<file path="config.mk">
export PLATFORM = sky130hd
export DESIGN_NAME = vec_magnitude_seq_flat
export DESIGN_NICKNAME = d
export VERILOG_FILES = /design/src/rtl/vec_magnitude_seq_if.sv /design/src/rtl/vec_magnitude_seq.sv /design/src/flat_wrapper.sv
export SDC_FILE = /design/constraint.sdc
export NUM_CORES = 1
export LEC_CHECK = 0
export ABC_AREA = 1
export CORE_MARGIN = 4
export CORE_UTILIZATION = 35
export CTS_BUF_LIST = sky130_fd_sc_hd__clkbuf_8
export DETAILED_ROUTE_END_ITERATION = 10
export GPL_TIMING_DRIVEN = 0
export PLACE_DENSITY_LB_ADDON = 0.08
export REMOVE_ABC_BUFFERS = 1
export SETUP_SLACK_MARGIN = 0.2
export SYNTH_ARGS = -nofsm -noshare
export SYNTH_HDL_FRONTEND = slang
export SYNTH_SLANG_ARGS = --single-unit
export TNS_END_PERCENT = 1
</file>
<file path="constraint.sdc">
create_clock -name clk -period 7.24 [get_ports clk]
set_clock_uncertainty 0.1 [all_clocks]
set_input_delay 2.172 -clock clk [delete_from_list [all_inputs] [get_ports clk]]
set_output_delay 2.172 -clock clk [all_outputs]
set_load 0.02 [all_outputs]
</file>
<file path="src/rtl/vec_magnitude_seq_if.sv">
// ---------------------------------------------------------------------------
// vec_magnitude_seq_if
//   Request/response bundle for the sequential vector-magnitude engine.
//
//   Signals
//     ena     clock enable; when low the engine holds all state
//     start   request strobe, sampled on the rising clock edge
//     mode    0 = floor(sqrt(x^2 + y^2)), 1 = x^2 + y^2
//     x_in    operand x, unsigned, W bits
//     y_in    operand y, unsigned, W bits
//     result  registered result, 2W+1 bits
//     busy    high while a computation is in progress
//     valid   pulse marking a freshly loaded result
//
//   Modports
//     master  requester side (drives ena/start/mode/operands)
//     slave   engine side (drives result/busy/valid)
// ---------------------------------------------------------------------------
interface vec_magnitude_seq_if #(
  parameter int W = 8
);

  localparam int RW = W + W + 1;

  logic          ena;
  logic          start;
  logic          mode;
  logic [W-1:0]  x_in;
  logic [W-1:0]  y_in;
  logic [RW-1:0] result;
  logic          busy;
  logic          valid;

  modport master (
    output ena,
    output start,
    output mode,
    output x_in,
    output y_in,
    input  result,
    input  busy,
    input  valid
  );

  modport slave (
    input  ena,
    input  start,
    input  mode,
    input  x_in,
    input  y_in,
    output result,
    output busy,
    output valid
  );

endinterface

</file>
<file path="src/rtl/vec_magnitude_seq.sv">
// ---------------------------------------------------------------------------
// vec_magnitude_seq
//   Multiplier-free engine that computes either x^2 + y^2 or
//   floor(sqrt(x^2 + y^2)) for two unsigned W-bit operands.
//
//   Operation
//     IDLE : wait for start (with ena); latch operands and mode.
//     SQX  : x^2 by shift-add, one multiplier bit per enabled cycle (W cycles).
//     SQY  : y^2 the same way, summed into the accumulator (W cycles).
//     ROOT : restoring digit-by-digit square root, one root bit per enabled
//            cycle, MSB first (W+1 cycles).  Skipped when mode = 1.
//     DONE : two enabled cycles; the first loads result and raises valid,
//            the second drops valid and returns to IDLE.
//
//   Ports
//     clk    rising-edge clock
//     rst_n  asynchronous active-low reset; aborts any computation
//     bus    vec_magnitude_seq_if.slave (ena, start, mode, x_in, y_in in;
//            result, busy, valid out)
//
//   Latency from accepting edge to the edge raising valid, in enabled edges:
//     mode 0 : 3W+2      mode 1 : 2W+1
//   Legal W range is 2..16.
// ---------------------------------------------------------------------------
module vec_magnitude_seq #(
  parameter int W = 8
) (
  input  logic              clk,
  input  logic              rst_n,
  vec_magnitude_seq_if.slave bus
);

  // Result / accumulator width (2W+1) and shared adder width (2W+2).
  localparam int RW = W + W + 1;
  localparam int AW = W + W + 2;
  // Counter must reach W (the last ROOT step).
  localparam int CW = $clog2(W + 2);

  typedef enum logic [2:0] {
    IDLE = 3'd0,
    SQX  = 3'd1,
    SQY  = 3'd2,
    ROOT = 3'd3,
    DONE = 3'd4
  } state_t;

  state_t          state_reg;
  logic [CW-1:0]   cnt_reg;
  // Shifted multiplicand during SQX/SQY; radicand shift register in ROOT.
  logic [AW-1:0]   sh_reg;
  // Multiplier bits, consumed LSB first.
  logic [W-1:0]    mr_reg;
  logic [W-1:0]    y_reg;
  logic            mode_reg;
  logic [RW-1:0]   acc_reg;
  // Partial remainder and partial root of the square-root recurrence.
  logic [AW-1:0]   rem_reg;
  logic [W:0]      root_reg;
  logic [RW-1:0]   result_reg;
  logic            valid_reg;
  logic            busy_reg;

  // The single shared adder/subtractor.
  logic [AW-1:0]   add_a;
  logic [AW-1:0]   add_b;
  logic            add_sub;
  logic [AW-1:0]   add_res;

  logic [AW-1:0]   root_cur;
  logic [AW-1:0]   root_trial;
  logic            last_sq;
  logic            last_root;

  // Bring down the next two radicand bits next to the running remainder.
  assign root_cur   = {rem_reg[AW-3:0], sh_reg[AW-1:AW-2]};
  // Trial subtrahend is 4*root + 1.
  assign root_trial = {{(AW-W-3){1'b0}}, root_reg, 2'b01};

  assign last_sq   = (cnt_reg == CW'(W - 1));
  assign last_root = (cnt_reg == CW'(W));

  // Operand selection: accumulate the shifted multiplicand while squaring,
  // trial-subtract while extracting the root.
  always_comb begin
    add_a   = {1'b0, acc_reg};
    add_b   = mr_reg[0] ? sh_reg : '0;
    add_sub = 1'b0;
    if (state_reg == ROOT) begin
      add_a   = root_cur;
      add_b   = root_trial;
      add_sub = 1'b1;
    end
  end

  assign add_res = add_sub ? (add_a - add_b) : (add_a + add_b);

  always_ff @(posedge clk or negedge rst_n) begin
    if (!rst_n) begin
      state_reg  <= IDLE;
      cnt_reg    <= '0;
      sh_reg     <= '0;
      mr_reg     <= '0;
      y_reg      <= '0;
      mode_reg   <= 1'b0;
      acc_reg    <= '0;
      rem_reg    <= '0;
      root_reg   <= '0;
      result_reg <= '0;
      valid_reg  <= 1'b0;
      busy_reg   <= 1'b0;
    end else if (bus.ena) begin
      case (state_reg)
        IDLE: begin
          if (bus.start) begin
            state_reg <= SQX;
            sh_reg    <= AW'(bus.x_in);
            mr_reg    <= bus.x_in;
            y_reg     <= bus.y_in;
            mode_reg  <= bus.mode;
            acc_reg   <= '0;
            rem_reg   <= '0;
            root_reg  <= '0;
            cnt_reg   <= '0;
            busy_reg  <= 1'b1;
          end
        end

        SQX: begin
          // When the multiplier bit is 0 the adder passes acc through.
          acc_reg <= add_res[RW-1:0];
          mr_reg  <= mr_reg >> 1;
          sh_reg  <= sh_reg << 1;
          cnt_reg <= cnt_reg + CW'(1);
          if (last_sq) begin
            state_reg <= SQY;
            sh_reg    <= AW'(y_reg);
            mr_reg    <= y_reg;
            cnt_reg   <= '0;
          end
        end

        SQY: begin
          acc_reg <= add_res[RW-1:0];
          mr_reg  <= mr_reg >> 1;
          sh_reg  <= sh_reg << 1;
          cnt_reg <= cnt_reg + CW'(1);
          if (last_sq) begin
            cnt_reg <= '0;
            if (mode_reg) begin
              state_reg <= DONE;
            end else begin
              state_reg <= ROOT;
              // Final sum becomes the radicand; its top bit is always zero
              // because 2*(2^W-1)^2 fits in 2W+1 bits.
              sh_reg    <= add_res;
              rem_reg   <= '0;
              root_reg  <= '0;
            end
          end
        end

        ROOT: begin
          sh_reg  <= sh_reg << 2;
          cnt_reg <= cnt_reg + CW'(1);
          // Sign bit of the difference decides restore (negative) or keep.
          if (add_res[AW-1]) begin
            rem_reg  <= root_cur;
            root_reg <= {root_reg[W-1:0], 1'b0};
          end else begin
            rem_reg  <= add_res;
            root_reg <= {root_reg[W-1:0], 1'b1};
          end
          if (last_root) begin
            state_reg <= DONE;
            cnt_reg   <= '0;
          end
        end

        DONE: begin
          // valid_reg doubles as the phase marker inside DONE.
          if (!valid_reg) begin
            valid_reg  <= 1'b1;
            result_reg <= mode_reg ? acc_reg : {{W{1'b0}}, root_reg};
          end else begin
            valid_reg <= 1'b0;
            busy_reg  <= 1'b0;
            state_reg <= IDLE;
          end
        end

        default: begin
          state_reg <= IDLE;
          valid_reg <= 1'b0;
          busy_reg  <= 1'b0;
        end
      endcase
    end
  end

  assign bus.result = result_reg;
  assign bus.busy   = busy_reg;
  assign bus.valid  = valid_reg;

endmodule

</file>
<file path="src/flat_wrapper.sv">
// flat-port wrapper written by rule: the top's interface ports become plain ports
module vec_magnitude_seq_flat 
#(
  parameter int W = 8
)
  (clk, rst_n, bus_ena, bus_start, bus_mode, bus_x_in, bus_y_in, bus_result, bus_busy, bus_valid);
  vec_magnitude_seq_if #(.W(W)) bus_i ();
  input  logic clk;
  input  logic rst_n;
  input wire logic [$bits(bus_i.ena)-1:0] bus_ena;
  input wire logic [$bits(bus_i.start)-1:0] bus_start;
  input wire logic [$bits(bus_i.mode)-1:0] bus_mode;
  input wire logic [$bits(bus_i.x_in)-1:0] bus_x_in;
  input wire logic [$bits(bus_i.y_in)-1:0] bus_y_in;
  output wire logic [$bits(bus_i.result)-1:0] bus_result;
  output wire logic [$bits(bus_i.busy)-1:0] bus_busy;
  output wire logic [$bits(bus_i.valid)-1:0] bus_valid;
  assign bus_i.ena = bus_ena;
  assign bus_i.start = bus_start;
  assign bus_i.mode = bus_mode;
  assign bus_i.x_in = bus_x_in;
  assign bus_i.y_in = bus_y_in;
  assign bus_result = bus_i.result;
  assign bus_busy = bus_i.busy;
  assign bus_valid = bus_i.valid;
  vec_magnitude_seq #(.W(W)) u_core (.clk(clk), .rst_n(rst_n), .bus(bus_i));
endmodule
</file>
==> Word-level counts from Yosys, hierarchy flattened <==
Index checks and enable logic that the tools add are counted.
{ "classes": {"bitwise": 3, "muxes": 42, "n_eq_ne": 12, "n_reduce_logical": 19, "add_sub_neg": 3} }
{ "ops": {"columns": ["op", "count"], "rows": [
  ["$mux W18", 8],
  ["$pmux W18 S4", 1],
  ["$mux W16", 4],
  ["$pmux W16 S3", 1],
  ["$mux W17", 2],
  ["$pmux W17 S2", 1],
  ["$mux W9", 3],
  ["$pmux W9 S3", 1],
  ["$pmux W8 S3", 1],
  ["$add A18 B18 Y18", 1],
  ["$mux W3", 6],
  ["$reduce_and A3 Y1", 6],
  ["$sub A18 B18 Y18", 1],
  ["$mux W8", 2],
  ["$pmux W3 S5", 1],
  ["$mux W4", 3],
  ["$pmux W4 S3", 1],
  ["$reduce_bool A3 Y1", 3],
  ["$ne A2 B1 Y1 const B", 4],
  ["$eq A3 B2 Y1 const B", 2],
  ["$reduce_and A6 Y1", 1],
  ["$mux W1", 5],
  ["$reduce_and A5 Y1", 1],
  ["$add A4 B1 Y4 const B", 1],
  ["other kinds (16)", 19]
]} }
{ "totals": {"reg_bits": 103, "word_cells": 91, "output_inout_bits": 19} }

==> Depth between registers and ports, before layout <==
{ "logic_depth": {"ltp_word": 7, "ltp_mapped": 28} }

==> Worst setup path before layout <==
OpenSTA, ideal clock, no wires.
{ "synth_timing": {"path_kind": "in2reg", "startpoint": "input port bus_ena", "endpoint": "register u_core.acc_reg[14]", "setup_slack_ns": 3.625, "t_required_ns": 7.012, "stages": 10, "n_path_buf": 1, "t_arrival_ns": 3.387, "cell_sequence": "inv_1 o21ai_2 inv_2 nor2_1 inv_2 nor2_2 inv_2 buf_2 nand2_1 o21ai_0"} }
{ "synth_between": {"elab_chain_cells": 1} }
{ "synth_lines": {"columns": ["item", "line_no", "rtl"], "rows": [
  ["start, declared", "flat_wrapper.sv:10", "input wire logic [$bits(bus_i.ena)-1:0] bus_ena;"],
  ["$reduce_and A3 Y1 (no source line)", null, null],
  ["end signal, assigned", "vec_magnitude_seq.sv:130", "acc_reg <= add_res[RW-1:0];"],
  ["end signal, assigned", "vec_magnitude_seq.sv:143", "acc_reg <= add_res[RW-1:0];"],
  ["end, declared", "vec_magnitude_seq.sv:55", "logic [RW-1:0] acc_reg;"]
]} }
Every way passes these cells.
A chain may end at the register's enable or synchronous reset.

==> Final worst setup path <==
{ "layout_timing": {"startpoint": "register u_core.state_reg[2]", "endpoint": "register u_core.rem_reg[11]"} }
{ "layout_between": {"elab_chain_cells": 6, "elab_cells_between_ends": 16, "classes_between": "2 x add/sub; 5 x eq/ne; 6 x mux; 3 x reduce/logical"} }
{ "layout_lines": {"columns": ["item", "line_no", "rtl"], "rows": [
  ["start, declared", "vec_magnitude_seq.sv:47", "state_t state_reg;"],
  ["start signal, assigned", "vec_magnitude_seq.sv:99", "state_reg <= IDLE;"],
  ["start signal, assigned", "vec_magnitude_seq.sv:115", "state_reg <= SQX;"],
  ["start signal, assigned", "vec_magnitude_seq.sv:135", "state_reg <= SQY;"],
  ["$eq A3 B2 Y1", "vec_magnitude_seq.sv:88, vec_magnitude_seq.sv:112", null],
  ["$mux W18", "vec_magnitude_seq.sv:88", "if (state_reg == ROOT) begin"],
  ["$add A18 B18 Y18 or $sub A18 B18 Y18 (tied branches)", "vec_magnitude_seq.sv:95", "assign add_res = add_sub ? (add_a - add_b) : (add_a + add_b);"],
  ["$mux W18", "vec_magnitude_seq.sv:95", null],
  ["$mux W16", "vec_magnitude_seq.sv:166", "if (add_res[AW-1]) begin"],
  ["$pmux W16 S3", "vec_magnitude_seq.sv:112", "case (state_reg)"],
  ["end signal, assigned", "vec_magnitude_seq.sv:167", "rem_reg <= root_cur;"],
  ["end signal, assigned", "vec_magnitude_seq.sv:170", "rem_reg <= add_res;"],
  ["end, declared", "vec_magnitude_seq.sv:57", "logic [AW-1:0] rem_reg;"]
]} }
Several ways; a longest one is shown, not always the timed one.

==> impl_metrics.json <==
{
  "outcome": "finished clean",
  "detailed_route_wire_length_um": 20100,
  "num-nets-final": 995,
  "post_synth_num_cell_types": 43,
  "core_sq_mm": 0.0187,
  "wl_cell_um": 16.9,
  "hold_path_class": "reg -> reg",
  "timing.slew.headroom_pct": 28.9,
  "grt_max_degree": 61,
  "grt_usage_pct": 19.2,
  "worst_path_largest_cell_delay_ns": 0.78,
  "final_antenna_net_count": 0,
  "post_detailed_route_drc_marker_count": 0,
  "first_global_vias": 5888,
  "maxSlewViolCount": 0,
  "tritoncts_num_sinks": 103,
  "cts_tree": "yes",
  "timing.max_cap.violations": 0,
  "dp_hpwl_um": 15100,
  "ios": 40,
  "worst_setup_path_startpoint": "u_core.state_reg[2]$_DFFE_PN0P_",
  "setup_tns_ns": 0,
  "ys_seq_elements": 103,
  "io_buffers": 39,
  "synth_largest_area_cell": "sky130_fd_sc_hd__dfrtp_1",
  "syn_area_sq_mm": 0.00665,
  "placement_rows": 50,
  "reg2reg_setup_slack_ns": 1.76,
  "report.final.hold_viol_count": 0,
  "ys.warnings.count": 0,
  "synth_sequential_area_ratio_pct": 38.8,
  "initial_utilization_pct": 35.5,
  "drt-pass1-iter-count": 5,
  "h-tree-depth": 3,
  "ctsRootBufferMaster": "sky130_fd_sc_hd__clkbuf_8",
  "synthArstFlopShare_pct": 100,
  "cts_setup_buffers": 0,
  "grt_antenna_before_repair": 0,
  "gp_congestion": 0.919,
  "final_period_minus_worst_setup_slack_ns": 5.48,
  "critical_path.max_fanout": 49,
  "critical_path.most_common_cell": "sky130_fd_sc_hd__nand4_1",
  "area_growth_syn_to_layout_pct": 11.7,
  "worst_r2r_endpoint": "u_core.rem_reg[11]$_DFFE_PN0P_",
  "cts.clk_slew.worst_paths_ns": 0.10,
  "clk_lat_worst_skew_ns": 0.39,
  "cp-endpoint": "u_core.rem_reg[11]$_DFFE_PN0P_",
  "worstSetupStartpointType": "flop",
  "fmaxAchievable_ghz": 0.183,
  "fill_cells": 2056,
  "worstSetupPathType": "reg -> reg",
  "endpoint_kind": "flop",
  "cp_data_required_time_ns": 7.38,
  "finalSetupViolations": 0,
  "fp.dieH_um": 146,
  "hold_ws_ns": 0.388,
  "cpMaxStageDelayCell": "sky130_fd_sc_hd__nand3_2",
  "cell_breakdown_of_the_critical_path": "inv_2, nand3_2, nand2_1, nor2_1, inv_1, ha_1, nand4_1, nor2_1, nand2_1, inv_1, nand4_1, o21ai_0, inv_1, ha_1, nand4_1, nor2_1, nand4_1, nand3_1, nand4_2, nand2_4, nand2_1, nand3_1, o21ai_1",
  "initialDrtViolationCount": 489,
  "layout-drive-gt1-share_pct": 4.49,
  "cts_hold_repair.buffers": 0,
  "layout.core_utilization_pct": 39.7,
  "antenna_cells": 0,
  "synth_flop_cell": "sky130_fd_sc_hd__dfrtp_1",
  "netlist.area_leader.share_pct": 38.8,
  "grt_pass1_wl_um": 32600,
  "grt_overflow": 0,
  "postCtsResizedCells": 0,
  "cp.arrival_ns": 5.62,
  "unrepaired_setup_endpoints_after_global_routing": "false",
  "ff2ff_path_depth": 23,
  "cts_max_path_buffers": 2,
  "dieArea_sq_mm": 0.0213,
  "avgSynthCellArea_sq_um": 7.12,
  "die_w_um": 146,
  "tritoncts.num_buffers": 9,
  "dr_total_vias": 6156,
  "post_drt_via_cell_ratio": 5.17,
  "post_synth_inst_count": 933,
  "final_min_period_over_clock_period_pct": 75.6,
  "r2r_start": "u_core.state_reg[2]$_DFFE_PN0P_",
  "transition_time_of_the_tightest_slew_check_pin_ns": 1.07,
  "ys_top_cells_by_area": "sky130_fd_sc_hd__dfrtp_1 39%, sky130_fd_sc_hd__nand2_1 14%, sky130_fd_sc_hd__o21ai_0 8.0%",
  "number_of_flip_flops_under_the_largest_register_name": 18,
  "post_synth_edffs": 0,
  "dp.cells": 1176,
  "final_cells": 1191
}
[through the flow]
stage          area [sq um]  worst slack, ns
2_1_floorplan          6490             2.66
3_3_place_gp           7170           -0.422
3_5_place_dp           7230             1.50
4_1_cts                7420             1.73
5_1_grt                7420             1.24
6_report               7420             1.76
[worst min-delay path by stage]
stage,slack [ns],to,cells past startpoint,from
after CTS,0.39,u_core.rem_reg[1]$_DFFE_PN0P_,2,u_core.rem_reg[1]$_DFFE_PN0P_
after floorplan,0.34,u_core.mr_reg[1]$_DFFE_PN0P_,2,u_core.mr_reg[1]$_DFFE_PN0P_
after global routing,0.40,u_core.rem_reg[1]$_DFFE_PN0P_,2,u_core.rem_reg[1]$_DFFE_PN0P_
after detailed placement,0.37,u_core.rem_reg[12]$_DFFE_PN0P_,2,u_core.rem_reg[12]$_DFFE_PN0P_
after global placement,0.36,u_core.rem_reg[4]$_DFFE_PN0P_,2,u_core.rem_reg[4]$_DFFE_PN0P_
final,0.39,u_core.bus.result[10]$_DFFE_PN0P_,2,u_core.bus.result[10]$_DFFE_PN0P_
[worst max-delay path: cells and delay by family (launching register included)]
family          cells  cell delay, ns
buf+inv             4            0.38
fa+ha+maj           2            0.53
flops               1            0.49
simple gates       15            3.52
compound gates      2            0.27
[layer usage]
metal,routed length (um),up-vias,track usage (%)
met3,704,18,2.71
met1,9820,2880,27.2
met5,0,-,0
met2,9310,122,31.1
li1,-,3136,-
met4,296,0,4.70
[layout by cell type, fill, tap and decap left out, types with 5 or more instances in the layout]
cell                              count
sky130_fd_sc_hd__o21ai_1             19
sky130_fd_sc_hd__nand2_1            250
sky130_fd_sc_hd__a22oi_1              6
sky130_fd_sc_hd__nand4_1              7
sky130_fd_sc_hd__ha_1                20
sky130_fd_sc_hd__o21ai_0            106
sky130_fd_sc_hd__clkdlybuf4s50_1     38
sky130_fd_sc_hd__o31ai_1              7
sky130_fd_sc_hd__inv_1              114
sky130_fd_sc_hd__xnor2_1             10
sky130_fd_sc_hd__a21oi_1             36
sky130_fd_sc_hd__o21bai_1             5
sky130_fd_sc_hd__o211ai_1            14
sky130_fd_sc_hd__nor3_1              11
sky130_fd_sc_hd__dfrtp_1            103
sky130_fd_sc_hd__o22ai_1             17
sky130_fd_sc_hd__xor2_1               5
sky130_fd_sc_hd__clkbuf_8            10
sky130_fd_sc_hd__nand3_1             44
sky130_fd_sc_hd__nor2_1              71
sky130_fd_sc_hd__inv_2                6
sky130_fd_sc_hd__a31oi_1             13
[cell families after synthesis]
| group | count (synthesis) | share of synthesized area (%) |
|---|---|---|
| compound gates | 238 | 20.4 |
| buf+inv | 153 | 9.11 |
| mux | 4 | 0.659 |
| flops | 103 | 38.8 |
| simple gates | 399 | 25.0 |
| xor+xnor | 15 | 1.98 |
| fa+ha+maj | 21 | 4.07 |
[Yosys cell counts (2+ instances only)]
master	instances
sky130_fd_sc_hd__a21boi_0	3
sky130_fd_sc_hd__a21o_1	2
sky130_fd_sc_hd__a21oi_1	36
sky130_fd_sc_hd__a22oi_1	6
sky130_fd_sc_hd__a31oi_1	13
sky130_fd_sc_hd__buf_2	7
sky130_fd_sc_hd__buf_4	2
sky130_fd_sc_hd__buf_6	2
sky130_fd_sc_hd__clkbuf_1	22
sky130_fd_sc_hd__clkinv_1	2
sky130_fd_sc_hd__dfrtp_1	103
sky130_fd_sc_hd__ha_1	20
sky130_fd_sc_hd__inv_1	112
sky130_fd_sc_hd__inv_2	6
sky130_fd_sc_hd__mux2_2	3
sky130_fd_sc_hd__nand2_1	250
sky130_fd_sc_hd__nand2_2	3
sky130_fd_sc_hd__nand3_1	44
sky130_fd_sc_hd__nand3_2	2
sky130_fd_sc_hd__nand4_1	7
sky130_fd_sc_hd__nor2_1	72
sky130_fd_sc_hd__nor2_2	3
sky130_fd_sc_hd__nor2_4	2
sky130_fd_sc_hd__nor3_1	12
sky130_fd_sc_hd__o2111ai_1	3
sky130_fd_sc_hd__o211ai_1	14
sky130_fd_sc_hd__o21ai_0	106
sky130_fd_sc_hd__o21ai_1	19
sky130_fd_sc_hd__o21bai_1	5
sky130_fd_sc_hd__o221ai_1	4
sky130_fd_sc_hd__o22ai_1	17
sky130_fd_sc_hd__o31ai_1	7
sky130_fd_sc_hd__xnor2_1	10
sky130_fd_sc_hd__xor2_1	5
[area by class of cell]
cell class                 instances  area, sq um  area share (%)
tap                              234          293            3.95
clock inverter                     5         51.3           0.691
multi-input combinational        677         3470            46.8
inverter                         120          450            6.07
timing repair buffer              42          442            5.95
sequential                       103         2580            34.7
clock buffer                      10          138            1.85
Power is left out: the tool's default activity adds up to more than one toggle a clock period on the data nets, which glitch-free logic cannot reach.
==> edit: new RTL, config.mk and constraints unchanged <==
`W` is set to 8 in 3 places; all go to 16.
--- a/src/rtl/vec_magnitude_seq_if.sv
+++ b/src/rtl/vec_magnitude_seq_if.sv
@@ -19,3 +19,3 @@
 interface vec_magnitude_seq_if #(
-  parameter int W = 8
+  parameter int W = 16
 );
--- a/src/rtl/vec_magnitude_seq.sv
+++ b/src/rtl/vec_magnitude_seq.sv
@@ -25,3 +25,3 @@
 module vec_magnitude_seq #(
-  parameter int W = 8
+  parameter int W = 16
 ) (
--- a/src/flat_wrapper.sv
+++ b/src/flat_wrapper.sv
@@ -3,3 +3,3 @@
 #(
-  parameter int W = 8
+  parameter int W = 16
 )
Interface: changed (resized bus_result, bus_x_in and bus_y_in); port bits go from 40 to 72. No check against the original RTL was run, so the function may have changed too.
==> edit against the unedited design <==
  * Final area up 96%
  * Count of clock-buffer cells in the layout up 9
  * Critical path type unchanged
  * Critical endpoint is now u_core.rem_reg[4]
  * Worst setup slack worse by 1100 ps
  * Area after synthesis up 96%
  * Core utilization about the same
  * Sequential cell count up 89
  * Wire length up 140%
==> edit: results (changes against the unedited design) <==
Synth Area in Compound Gates -> 0.1943 (-0.01002)
Final Wtd Congestion -> 0.8989 (-2.2%)
Max-slew headroom -> 0.09184 (-0.1972)
GR met3 Demand/Resource -> 0.03489 (+0.007801)
Hold Crit Endpoint -> u_core.bus.result[23]
Routing usage on met2 -> 0.3582 (+0.04715)
Inserted Clock Buffers -> 17 (+8)
DR vias/cell -> 5.409 (+4.6%)
Skew-Pair Late Insertion Delay -> 520 ps (+130 ps)
H-tree depth -> 4 (+1)
R2R Setup Slk -> 660 ps (-1100 ps)
GRT Util Overall -> 0.2318 (+0.03965)
R2r endpoint -> u_core.rem_reg[4]
Filler cells -> 3,969 (+93%)
Synth unique cells -> 53 (+23%)
Net count, final -> 1,967 (+98%)
Arrival @ worst endpoint -> 6880 ps (+1260 ps)
DPL Wire Length -> 33,370 um (+120%)
Max reg flops -> 34 (+16)
Mux contribution to synthesized area -> 0.0007686 (-0.005821)
Status -> finished, final reports clean
Largest net degree at the start of global routing -> 105 (+72%)
First-pass DRT Iterations -> 6 (+1)
Maximum fanout along the worst path -> 77 (+57%)
Synth Area in Adders -> 0.03805 (-0.002623)
Port Buffers -> 71 (+82%)
Initial DRC count -> 1,143 (+130%)
Ratio of cells with drive above 1 in the final layout -> 0.05305 (+0.008114)
Slowest stage cell, crit path -> dfrtp_1
==> edit: stage by stage <==
step / instances / setup TNS, ps / power, uW / utilization / setup WS [ps]
floorplan: 1789 / 0 / 4724 / - / 1205
global placement: 2328 / -1106580 / 6400 / 0.3790 / -4960
detailed placement: 2333 / -16570 / 6443 / 0.3826 / -612.7
CTS: 2367 / 0 / 7281 / 0.3946 / 239.1
global route: 2372 / 0 / 7951 / 0.3971 / 275.0
finish: 2372 / 0 / 7328 / 0.3971 / 664.3
==> edit: worst reg2reg max path: cells and delay by family, from the launching register on <==
| family | cells | cell delay (ps) |
|---|---|---|
| adder cells (fa/ha/maj) | 2 | 590 |
| flip-flops | 1 | 540 |
| AO/OA/AOI/OAI | 4 | 900 |
| buffers and inverters | 6 | 1290 |
| AND/OR/NAND/NOR | 16 | 3030 |
==> edit: worst max path at each step <==
stage                                   start            endpoint  slack (ps)  cells after the start
final                     u_core.state_reg[2]   u_core.rem_reg[4]         660                     28
after global routing      u_core.state_reg[2]   u_core.sh_reg[33]         280                     28
after CTS                 u_core.state_reg[0]  u_core.rem_reg[27]         240                     29
after detailed placement  u_core.state_reg[0]  u_core.rem_reg[27]        -610                     26
after global placement                  rst_n  u_core.acc_reg[29]       -4960                      1
after floorplan           u_core.state_reg[0]  u_core.rem_reg[14]        1210                     28
==> edit: report_power, final <==
| part | leakage, uW | internal [uW] | switching (uW) |
|---|---|---|---|
| sequential | 0.00250 | 1450 | 322 |
| combinational | 0.00435 | 1490 | 3280 |
| clock | 0.000214 | 360 | 425 |
| total | 0.00707 | 3300 | 4030 |
==> edit: final cells by class <==
cell class | instances | area share
clock buffers | 19 | 0.01795
clock inverters | 13 | 0.01090
inverters | 214 | 0.05573
multi-input cells | 1387 | 0.4854
flip-flops and latches | 192 | 0.3301
well taps | 468 | 0.04019
repair buffers | 79 | 0.05976
==> edit: cells by family after synthesis <==
group,after synthesis
adders and majority gates,39
muxes,1
xor gates and xnor gates,28
DFF,192
buffers and inverters,299
AOI/OAI and AO/OA,438
and+or+nand+nor,877
==> edit: metal layers <==
metal,share of wire,vias to the layer above
met3,0.063,33
li1,-,6239
met4,0.014,0
met2,0.43,392
met5,0,-
met1,0.49,6165
==> edit: repair_timing <==
| item | 4_1_cts | 5_1_grt |
|---|---|---|
| hold buffers | 0 | 0 |
| pin swaps | 1 | 3 |
| resized for setup | 2 | 2 |
| setup buffers | 0 | 2 |
| cloned | 2 | 2 |
| setup endpoints to repair | 34 | 34 |
